## config.mk

```make
export PLATFORM = sky130hd
export DESIGN_NAME = mtx_iq_framer
export DESIGN_NICKNAME = d
export VERILOG_FILES = /design/src/rtl/mtx_pkg.sv /design/src/rtl/mtx_gain_sat.sv /design/src/rtl/mtx_iq_framer.sv
export SDC_FILE = /design/constraint.sdc
export NUM_CORES = 2
export LEC_CHECK = 0
export BUFFER_PORTS_ARGS = -buffer_cell sky130_fd_sc_hd__buf_4
export CORE_MARGIN = 2
export CORE_UTILIZATION = 65
export DETAILED_ROUTE_END_ITERATION = 10
export PLACE_DENSITY = 0.91
export SLEW_MARGIN = 20
export SYNTH_ARGS = -nofsm -noshare
export SYNTH_HDL_FRONTEND = slang
export SYNTH_SLANG_ARGS = --single-unit
```

## constraint.sdc

```tcl
create_clock -name clk -period 8.8 [get_ports clk]
set_clock_uncertainty 0.2 [all_clocks]
set_input_delay 0.44 -clock clk [delete_from_list [all_inputs] [get_ports clk]]
set_output_delay 0.44 -clock clk [all_outputs]
set_load 0.05 [all_outputs]
```

## src/rtl/mtx_pkg.sv

```systemverilog
// Shared constants and types for the MTX I/Q framer.
package mtx_pkg;
  localparam int MTX_IQ_W   = 16;
  localparam int MTX_GAIN_W = 16;
  localparam int MTX_SPP_W  = 16;
  localparam int MTX_PKT_W  = 32;

  typedef enum logic [1:0] {
    ST_IDLE,
    ST_WAIT_SYNC,
    ST_RUN,
    ST_FLUSH
  } mtx_state_e;

  // Half an output LSB for a Q1.(gw-1) gain, added before the arithmetic shift.
  function automatic longint mtx_rnd(input int gw);
    return longint'(1) << (gw - 2);
  endfunction
endpackage

```

## src/rtl/mtx_gain_sat.sv

```systemverilog
// One I/Q component: registered signed product, then round-half-up and saturate.
module mtx_gain_sat
  import mtx_pkg::*;
#(
  parameter int X_W = MTX_IQ_W,
  parameter int G_W = MTX_GAIN_W
) (
  input  logic           clk,
  input  logic           clr,
  input  logic           ld,
  input  logic [X_W-1:0] x,
  input  logic [G_W-1:0] g,
  output logic [X_W-1:0] y
);
  // One guard bit so the rounding add can never wrap the product.
  localparam int PW = X_W + G_W + 1;
  localparam int RW = PW - (G_W - 1);
  localparam logic signed [PW-1:0] RND  = PW'(mtx_rnd(G_W));
  localparam logic signed [RW-1:0] MAXV = {{(RW-X_W+1){1'b0}}, {(X_W-1){1'b1}}};
  localparam logic signed [RW-1:0] MINV = {{(RW-X_W+1){1'b1}}, {(X_W-1){1'b0}}};

  logic signed [PW-1:0] prod_q, prod_d, sum;
  logic signed [RW-1:0] r;

  always_comb begin
    prod_d = prod_q;
    if (ld)
      prod_d = $signed({{(PW-X_W){x[X_W-1]}}, x}) * $signed({{(PW-G_W){g[G_W-1]}}, g});
    sum = prod_q + RND;
    r   = RW'(sum >>> (G_W - 1));
    if (r > MAXV)      y = MAXV[X_W-1:0];
    else if (r < MINV) y = MINV[X_W-1:0];
    else               y = r[X_W-1:0];
  end

  always_ff @(posedge clk) begin
    if (clr) prod_q <= '0;
    else     prod_q <= prod_d;
  end
endmodule

```

## src/rtl/mtx_iq_framer.sv

```systemverilog
// Gains, rounds and frames the DDS sin/cos stream into SPP-sample packets,
// with bursts gated by start/stop and aligned to the generator sync boundary.
module mtx_iq_framer
  import mtx_pkg::*;
#(
  parameter int SIN_COS_WIDTH = MTX_IQ_W,
  parameter int GAIN_WIDTH    = MTX_GAIN_W,
  parameter int SPP_WIDTH     = MTX_SPP_W,
  parameter int PKT_CNT_WIDTH = MTX_PKT_W,
  parameter int SPP           = 256
) (
  input  logic                       clk,
  input  logic                       reset,
  input  logic                       srst,
  input  logic                       start,
  input  logic                       stop,
  input  logic [GAIN_WIDTH-1:0]      gain,
  input  logic                       sync_ready,
  input  logic [2*SIN_COS_WIDTH-1:0] in_tdata,
  input  logic                       in_tvalid,
  input  logic                       in_tlast,
  output logic                       in_tready,
  output logic [2*SIN_COS_WIDTH-1:0] out_tdata,
  output logic                       out_tvalid,
  output logic                       out_tlast,
  input  logic                       out_tready,
  output logic                       busy,
  output logic [PKT_CNT_WIDTH-1:0]   pkt_count,
  output logic [SPP_WIDTH-1:0]       samp_idx
);
  localparam int W      = SIN_COS_WIDTH;
  localparam int STAGES = 2;
  localparam logic [SPP_WIDTH-1:0] LAST_IDX = SPP_WIDTH'(SPP - 1);

  mtx_state_e                state_q, state_d;
  logic [SPP_WIDTH-1:0]      samp_idx_q, samp_idx_d;
  logic [PKT_CNT_WIDTH-1:0]  pkt_count_q, pkt_count_d;
  logic [GAIN_WIDTH-1:0]     gain_q, gain_d, gain_eff;
  logic [STAGES:1]           vld_pipe_q, vld_pipe_d;
  logic                      s1_last_q, s1_last_d, s2_last_q, s2_last_d;
  logic [2*W-1:0]            s2_data_q, s2_data_d;
  logic [W-1:0]              q_y, i_y;
  logic                      clr, s2_ld, s1_adv, acc, is_last, unused_tlast;

  assign clr          = reset | srst;
  assign unused_tlast = in_tlast;
  assign is_last      = (samp_idx_q == LAST_IDX);
  assign s2_ld        = vld_pipe_q[1] & (~vld_pipe_q[2] | out_tready);
  assign s1_adv       = ~vld_pipe_q[1] | s2_ld;
  // First sample of a packet multiplies by the live gain, which is latched as it goes in.
  assign gain_eff     = (samp_idx_q == '0) ? gain : gain_q;

  always_comb begin
    state_d   = state_q;
    acc       = 1'b0;
    in_tready = s1_adv;
    case (state_q)
      ST_IDLE: begin
        in_tready = 1'b1;
        if (start) state_d = ST_WAIT_SYNC;
      end
      ST_WAIT_SYNC: begin
        acc = in_tvalid & sync_ready & s1_adv & ~stop;
        if (stop)     state_d = ST_IDLE;
        else if (acc) state_d = ST_RUN;
      end
      ST_RUN: begin
        acc = in_tvalid & s1_adv;
        if (stop) state_d = (acc & is_last) ? ST_IDLE : ST_FLUSH;
      end
      ST_FLUSH: begin
        acc = in_tvalid & s1_adv;
        if (acc & is_last) state_d = ST_IDLE;
      end
      default: state_d = ST_IDLE;
    endcase
  end

  always_comb begin
    samp_idx_d  = samp_idx_q;
    pkt_count_d = pkt_count_q;
    gain_d      = gain_q;
    vld_pipe_d  = vld_pipe_q;
    s1_last_d   = s1_last_q;
    s2_last_d   = s2_last_q;
    s2_data_d   = s2_data_q;
    if (acc) begin
      samp_idx_d = is_last ? '0 : samp_idx_q + SPP_WIDTH'(1);
      s1_last_d  = is_last;
      if (is_last) pkt_count_d = pkt_count_q + PKT_CNT_WIDTH'(1);
      if (samp_idx_q == '0) gain_d = gain;
    end
    if (s1_adv) vld_pipe_d[1] = acc;
    if (s2_ld) begin
      vld_pipe_d[2] = 1'b1;
      s2_data_d     = {q_y, i_y};
      s2_last_d     = s1_last_q;
    end else if (out_tready) begin
      vld_pipe_d[2] = 1'b0;
    end
  end

  always_ff @(posedge clk) begin
    if (clr) begin
      state_q     <= ST_IDLE;
      samp_idx_q  <= '0;
      pkt_count_q <= '0;
      gain_q      <= '0;
      vld_pipe_q  <= '0;
      s1_last_q   <= 1'b0;
      s2_last_q   <= 1'b0;
      s2_data_q   <= '0;
    end else begin
      state_q     <= state_d;
      samp_idx_q  <= samp_idx_d;
      pkt_count_q <= pkt_count_d;
      gain_q      <= gain_d;
      vld_pipe_q  <= vld_pipe_d;
      s1_last_q   <= s1_last_d;
      s2_last_q   <= s2_last_d;
      s2_data_q   <= s2_data_d;
    end
  end

  mtx_gain_sat #(.X_W(W), .G_W(GAIN_WIDTH)) u_q (
    .clk(clk), .clr(clr), .ld(acc), .x(in_tdata[2*W-1:W]), .g(gain_eff), .y(q_y)
  );
  mtx_gain_sat #(.X_W(W), .G_W(GAIN_WIDTH)) u_i (
    .clk(clk), .clr(clr), .ld(acc), .x(in_tdata[W-1:0]), .g(gain_eff), .y(i_y)
  );

  assign out_tdata  = s2_data_q;
  assign out_tvalid = vld_pipe_q[2];
  assign out_tlast  = s2_last_q;
  assign busy       = (state_q != ST_IDLE);
  assign pkt_count  = pkt_count_q;
  assign samp_idx   = samp_idx_q;
endmodule
```

-- Yosys cells after proc, flatten, opt, wreduce, memory -nomap -nowiden
Cells that the tools add are included.
- output and inout bits: 84
- bits of input ports: 57
- bits in registers: 168
- logic and storage cells: 65
- multipliers: 2
- reduce and logical (&&, ||, !) cells: 7
- equal/unequal tests: 8
- bitwise logic cells: 12
- $lt $le $gt $ge: 4
- multiplexer cells: 17
- add/sub/neg operators: 4
- operators with widths (cell ; number):
    two-way mux 16 bit ; 6
    adder 33 x 16 -> 33 bit (second input constant) ; 2
    multiplier 16 x 16 -> 32 bit ; 2
    > comparator 18 x 16 -> 1 bit (second input constant) ; 2
    < comparator 18 x 16 -> 1 bit (second input constant) ; 2
    adder 32 x 1 -> 32 bit (second input constant) ; 1
    adder 16 x 1 -> 16 bit (second input constant) ; 1
    equality test 16 x 8 -> 1 bit (second input constant) ; 1
    zero test 16 bit ; 1
    two-way mux 2 bit ; 6
    one-hot mux 2 bit (4 select lines) ; 1
    bitwise AND 1 bit ; 6
    != test 2 bit (second input constant) ; 3
    equality test 2 bit (second input constant) ; 2
    AND reduction 4 bit ; 1
    nonzero test 2 bit ; 2
    two-way mux 1 bit ; 3
    != test 3 bit (second input constant) ; 1
    inverter 1 bit ; 3
    bitwise OR 1 bit ; 3
    equality test 2 x 1 -> 1 bit (second input constant) ; 1
    zero test 2 bit ; 1
    one-hot mux 1 bit (2 select lines) ; 1
    AND reduction 2 bit ; 1
    OR reduction 2 bit ; 1

-- Depth between registers and ports, before layout
- depth after elaboration: 9
- gate-level depth with buffers: 30
- depth with buffers taken out: 28

-- Cells and area by module
A second synthesis with hierarchy kept.
- cells, all modules: 2979
- area, all modules: 25966.2 µm²
- modules (own cells, without submodules) (module ; cells each ; area each (µm²) ; sequential area each (µm²) ; times used):
    mtx_gain_sat (u_i) ; 1248 ; 10905.5 ; 360.3 ; 1
    mtx_gain_sat (u_q) ; 1191 ; 10630.2 ; 360.3 ; 1
    mtx_iq_framer ; 540 ; 4430.5 ; 2042.0 ; 1

-- Worst setup path after synthesis
OpenSTA, ideal clock, no wires.
- path kind: reg2reg
- start: reg samp_idx_q[0] (netlist: samp_idx[0])
- end: reg u_i.prod_q[29]
- setup time: 62 ps
- slack: 714 ps
- clock period less this slack: 8086 ps
- buffers on the path: 2
- arrival time: 7824 ps
- required time: 8538 ps
- stages on the path, launching flop included: 29
- path through: dfxtp_1 > inv_1 > ha_1 > nor4b_2 > nand4_2 > buf_1 > mux2_2 > clkbuf_1 > and2_1 > fa_1 > inv_1 > fa_1 > fa_1 > fa_1 > inv_1 > fa_1 > inv_1 > fa_1 > inv_1 > ha_1 > o21ai_0 > a21oi_1 > nand3_1 > a211oi_2 > nor3_2 > o21ai_1 > a221oi_2 > or4b_2 > nand3_1
- longest elaborated chain between the ends: 3
- ends and longest elaborated chain (what ; line ; text):
    from (decl) ; mtx_iq_framer.sv:36 ; logic [SPP_WIDTH-1:0] samp_idx_q, samp_idx_d;
    from (signal assigned) ; mtx_iq_framer.sv:115 ; samp_idx_q <= samp_idx_d;
    zero test 16 bit ; mtx_iq_framer.sv:51 ; assign gain_eff = (samp_idx_q == '0) ? gain : gain_q;
    two-way mux 16 bit ; n/a ;
    multiplier 16 x 16 -> 32 bit ; mtx_gain_sat.sv:28 ; prod_d = $signed({{(PW-X_W){x[X_W-1]}}, x}) * $signed({{(PW-G_W){g[G_W-1]}}, g});
    to (signal assigned) ; mtx_gain_sat.sv:38 ; else prod_q <= prod_d;
    to (decl) ; mtx_gain_sat.sv:22 ; logic signed [PW-1:0] prod_q, prod_d, sum;
No other way between the ends.
A chain may end at the register's enable or synchronous reset.

-- Final worst setup path
Ends and elaborated chain as after synthesis.

==> out/metrics.cfg <==
[status]
run_status = completed

[critical_path]
end_kind = flop
library_cell_contributing_the_largest_single_delay_on_the_critical_path = sky130_fd_sc_hd__or4b_2
criticalPathCategory = flop to flop
crit_required_ns = 8.97
cp_data_arrival_time_ns = 8.75
critical_path_peak_fanout = 15
startpoint_type = flop
slowest_delay_ns = 0.64

[route]
avgRoutedWirePerCell_um = 19.2
drt-vias-per-instance = 5.92
drtAntennaViolNets = 0
route.detailed.drc = 0
detailroute.via_count = 20400
detailedRoute.firstIterationViolations = 1628
detailedRoute.firstPassIterationCount = 8
route.final.wire_length_um = 66300

[floorplanning]
die_y_um = 201
die_area_mm2 = 0.0405
core_area_mm2 = 0.0386
die_x_um = 201
initial_core_util = 0.656
num_rows = 72
num_io_pins = 141

[logic_synthesis]
yosys_register_bits = 138
syn-mean-instance-area_um2 = 8.89
seq_area_frac_synth = 0.109
yosys_warnings = 0
netlist_instances = 2845
synth_edf_count = 0
synthArstFlopShare = 0
post_synth_main_area_contributors = sky130_fd_sc_hd__fa_1, sky130_fd_sc_hd__dfxtp_1, sky130_fd_sc_hd__inv_1, sky130_fd_sc_hd__ha_1, sky130_fd_sc_hd__and2_1
synth_largest_type_area_fraction = 0.413
synth.cell_area_mm2 = 0.0253
synth_ff_type = sky130_fd_sc_hd__dfxtp_1
netlist-cell-type-count = 68
yosys.area.top_type = sky130_fd_sc_hd__fa_1
postSynthNetCount = 3587

[layout]
area_growth_syn_to_layout_pct = 8.28
post_route_cells_drive_above_1_share = 0.0858
design.final.nets = 3653
layout.core_utilization = 0.710
num-fill-cells = 2650
seqCellArea_mm2 = 0.00276
multi_input_comb_area_mm2 = 0.0199

[cts]
clock-sinks = 138
clkLatencyLatePin_ns = 0.43
cts-root-to-sink-buffers = 2
htree_num_levels = 4
clock_root_buffer = sky130_fd_sc_hd__clkbuf_16
numCtsBuffers = 17
tritoncts = done
cts.reportedPaths.clkPinSlew_ns = 0.07

[global_route]
number_of_global_route_vias_before_repair = 22700
grt_max_degree = 71
grt_first_pass_wirelength_um = 110000
gr-total-overflow = 0
grt_antenna_before_repair = 2
grt.total_usage = 0.343

[flow_run]
max-cap-violations = 0

[worst_hold_path]
min-delay-path-class = input pin to flop

[sta]
final.min_clock_period_ns = 8.58
grt_setup_unrepaired = yes
setup_viol_count_final = 0
finalHoldViolations = 0
slew_headroom = 0.346
final.period_utilization = 0.975
tightest_slew_ns = 0.962
achievable-frequency_mhz = 117
maxSlewViolCount = 0

[placement]
gp_congestion = 0.946
post-dp-hpwl_um = 51300
placement.io_buffers = 139

## through the flow
stage                     TNS [ns]  worst slack, ns  std cells  hold slack [ns]  cell area [um^2]
after floorplan                  0            0.714       2845            0.225             25300
after global placement           0            0.564       3410            0.242             26800
after detailed placement         0            0.314       3410            0.255             26800
after CTS                        0            0.238       3442            0.147             27400
after global routing       -0.0481          -0.0481       3442            0.158             27400
final                            0            0.222       3444            0.150             27400
## sequential cells by signal (all words and copies together) (netlist names)
signal	count
state_q	2
s1_last_q	1
samp_idx	16
out_tdata	32
pkt_count	32
vld_pipe_q	2
out_tlast	1
gain_q	16
u_q.prod_q	18
u_i.prod_q	18
## per-layer routing
metal	wire length [um]	global-route usage	vias to the layer above
li1	-	-	8720
met1	22300	0.386	10200
met5	0	0	-
met4	4750	0.215	0
met2	33500	0.602	1128
met3	5770	0.0624	373
## what timing repair did
action / CTS / global route
setup buffers: 0 / 0
hold buffers: 0 / 0
endpoints found under the hold margin: 0 / 0
gates resized for setup: 0 / 4
endpoints found under the setup margin: 0 / 11
## cell type report
class,instances,area share
Antenna cell,2,0.000183
Clock buffer,17,0.0155
Clock inverter,15,0.00621
Inverter,593,0.0813
Multi-Input combinational cell,1992,0.726
Sequential cell,138,0.101
Tap cell,518,0.0237
Timing Repair Buffer,169,0.0463
## synthesized netlist by cell type (5+ instances only)
cell,instances
sky130_fd_sc_hd__nand3_1,44
sky130_fd_sc_hd__fa_1,522
sky130_fd_sc_hd__nor2_1,151
sky130_fd_sc_hd__o21a_1,5
sky130_fd_sc_hd__xnor2_1,56
sky130_fd_sc_hd__xor2_1,55
sky130_fd_sc_hd__o21ai_0,87
sky130_fd_sc_hd__mux2i_1,15
sky130_fd_sc_hd__or3_1,15
sky130_fd_sc_hd__and3_1,23
sky130_fd_sc_hd__nand2_1,336
sky130_fd_sc_hd__a31oi_1,6
sky130_fd_sc_hd__mux2_2,16
sky130_fd_sc_hd__dfxtp_1,138
sky130_fd_sc_hd__o211ai_1,19
sky130_fd_sc_hd__and2_1,216
sky130_fd_sc_hd__nand2b_1,9
sky130_fd_sc_hd__a211oi_1,15
sky130_fd_sc_hd__a21oi_1,76
sky130_fd_sc_hd__a21o_1,19
sky130_fd_sc_hd__nor3_1,18
sky130_fd_sc_hd__nor2b_1,35
sky130_fd_sc_hd__clkbuf_1,116
sky130_fd_sc_hd__ha_1,163
sky130_fd_sc_hd__nand4_1,20
sky130_fd_sc_hd__or2_2,10
sky130_fd_sc_hd__inv_1,593
## cell usage in the layout (no fill, tap or decap), drive strengths merged, types with 9 or more instances in the layout
master and n:
a211oi 16, a21o 19, a21oi 77, and2 217, and3 23, buf 169, clkbuf 17, dfxtp 138
fa 522, ha 163, inv 602, mux2 16, mux2i 15, nand2 336, nand2b 9, nand3 45
nand4 21, nor2 151, nor2b 35, nor3 20, o211ai 20, o21ai 91, or2 11, or3 15
xnor2 56, xor2 55
## critical path, delay by kind of cell, from the launching register on
kind	cells	cell delay (ns)
flip-flops	1	0.34
adder cells (fa/ha/maj)	8	3.47
buffers and inverters	7	0.75
AO/OA/AOI/OAI	4	1.23
AND/OR/NAND/NOR	8	1.98
multiplexers	1	0.53
## cells by family after synthesis
| family | Yosys count | synth area share |
|---|---|---|
| compound gates | 259 | 0.0625 |
| xor+xnor | 111 | 0.0384 |
| fa+ha+maj | 685 | 0.494 |
| buf+inv | 715 | 0.106 |
| flops | 138 | 0.109 |
| mux | 31 | 0.0131 |
| simple gates | 906 | 0.177 |
## final timing paths
check                             start                           to  slack [ns]  depth (start not counted)
max            samp_idx[0]$_SDFFE_PP0P_  u_i.prod_q[29]$_SDFFE_PP0P_        0.22                         28
min                          out_tready   vld_pipe_q[2]$_SDFFE_PP0P_        0.15                          3
max reg2reg    samp_idx[0]$_SDFFE_PP0P_  u_i.prod_q[29]$_SDFFE_PP0P_        0.22                         28
min reg2reg  out_tdata[15]$_SDFFE_PP0P_   out_tdata[15]$_SDFFE_PP0P_        0.26                          2
Power is not shown: default switching activity piles up to over one toggle a cycle in this logic, so the estimate is an artifact.
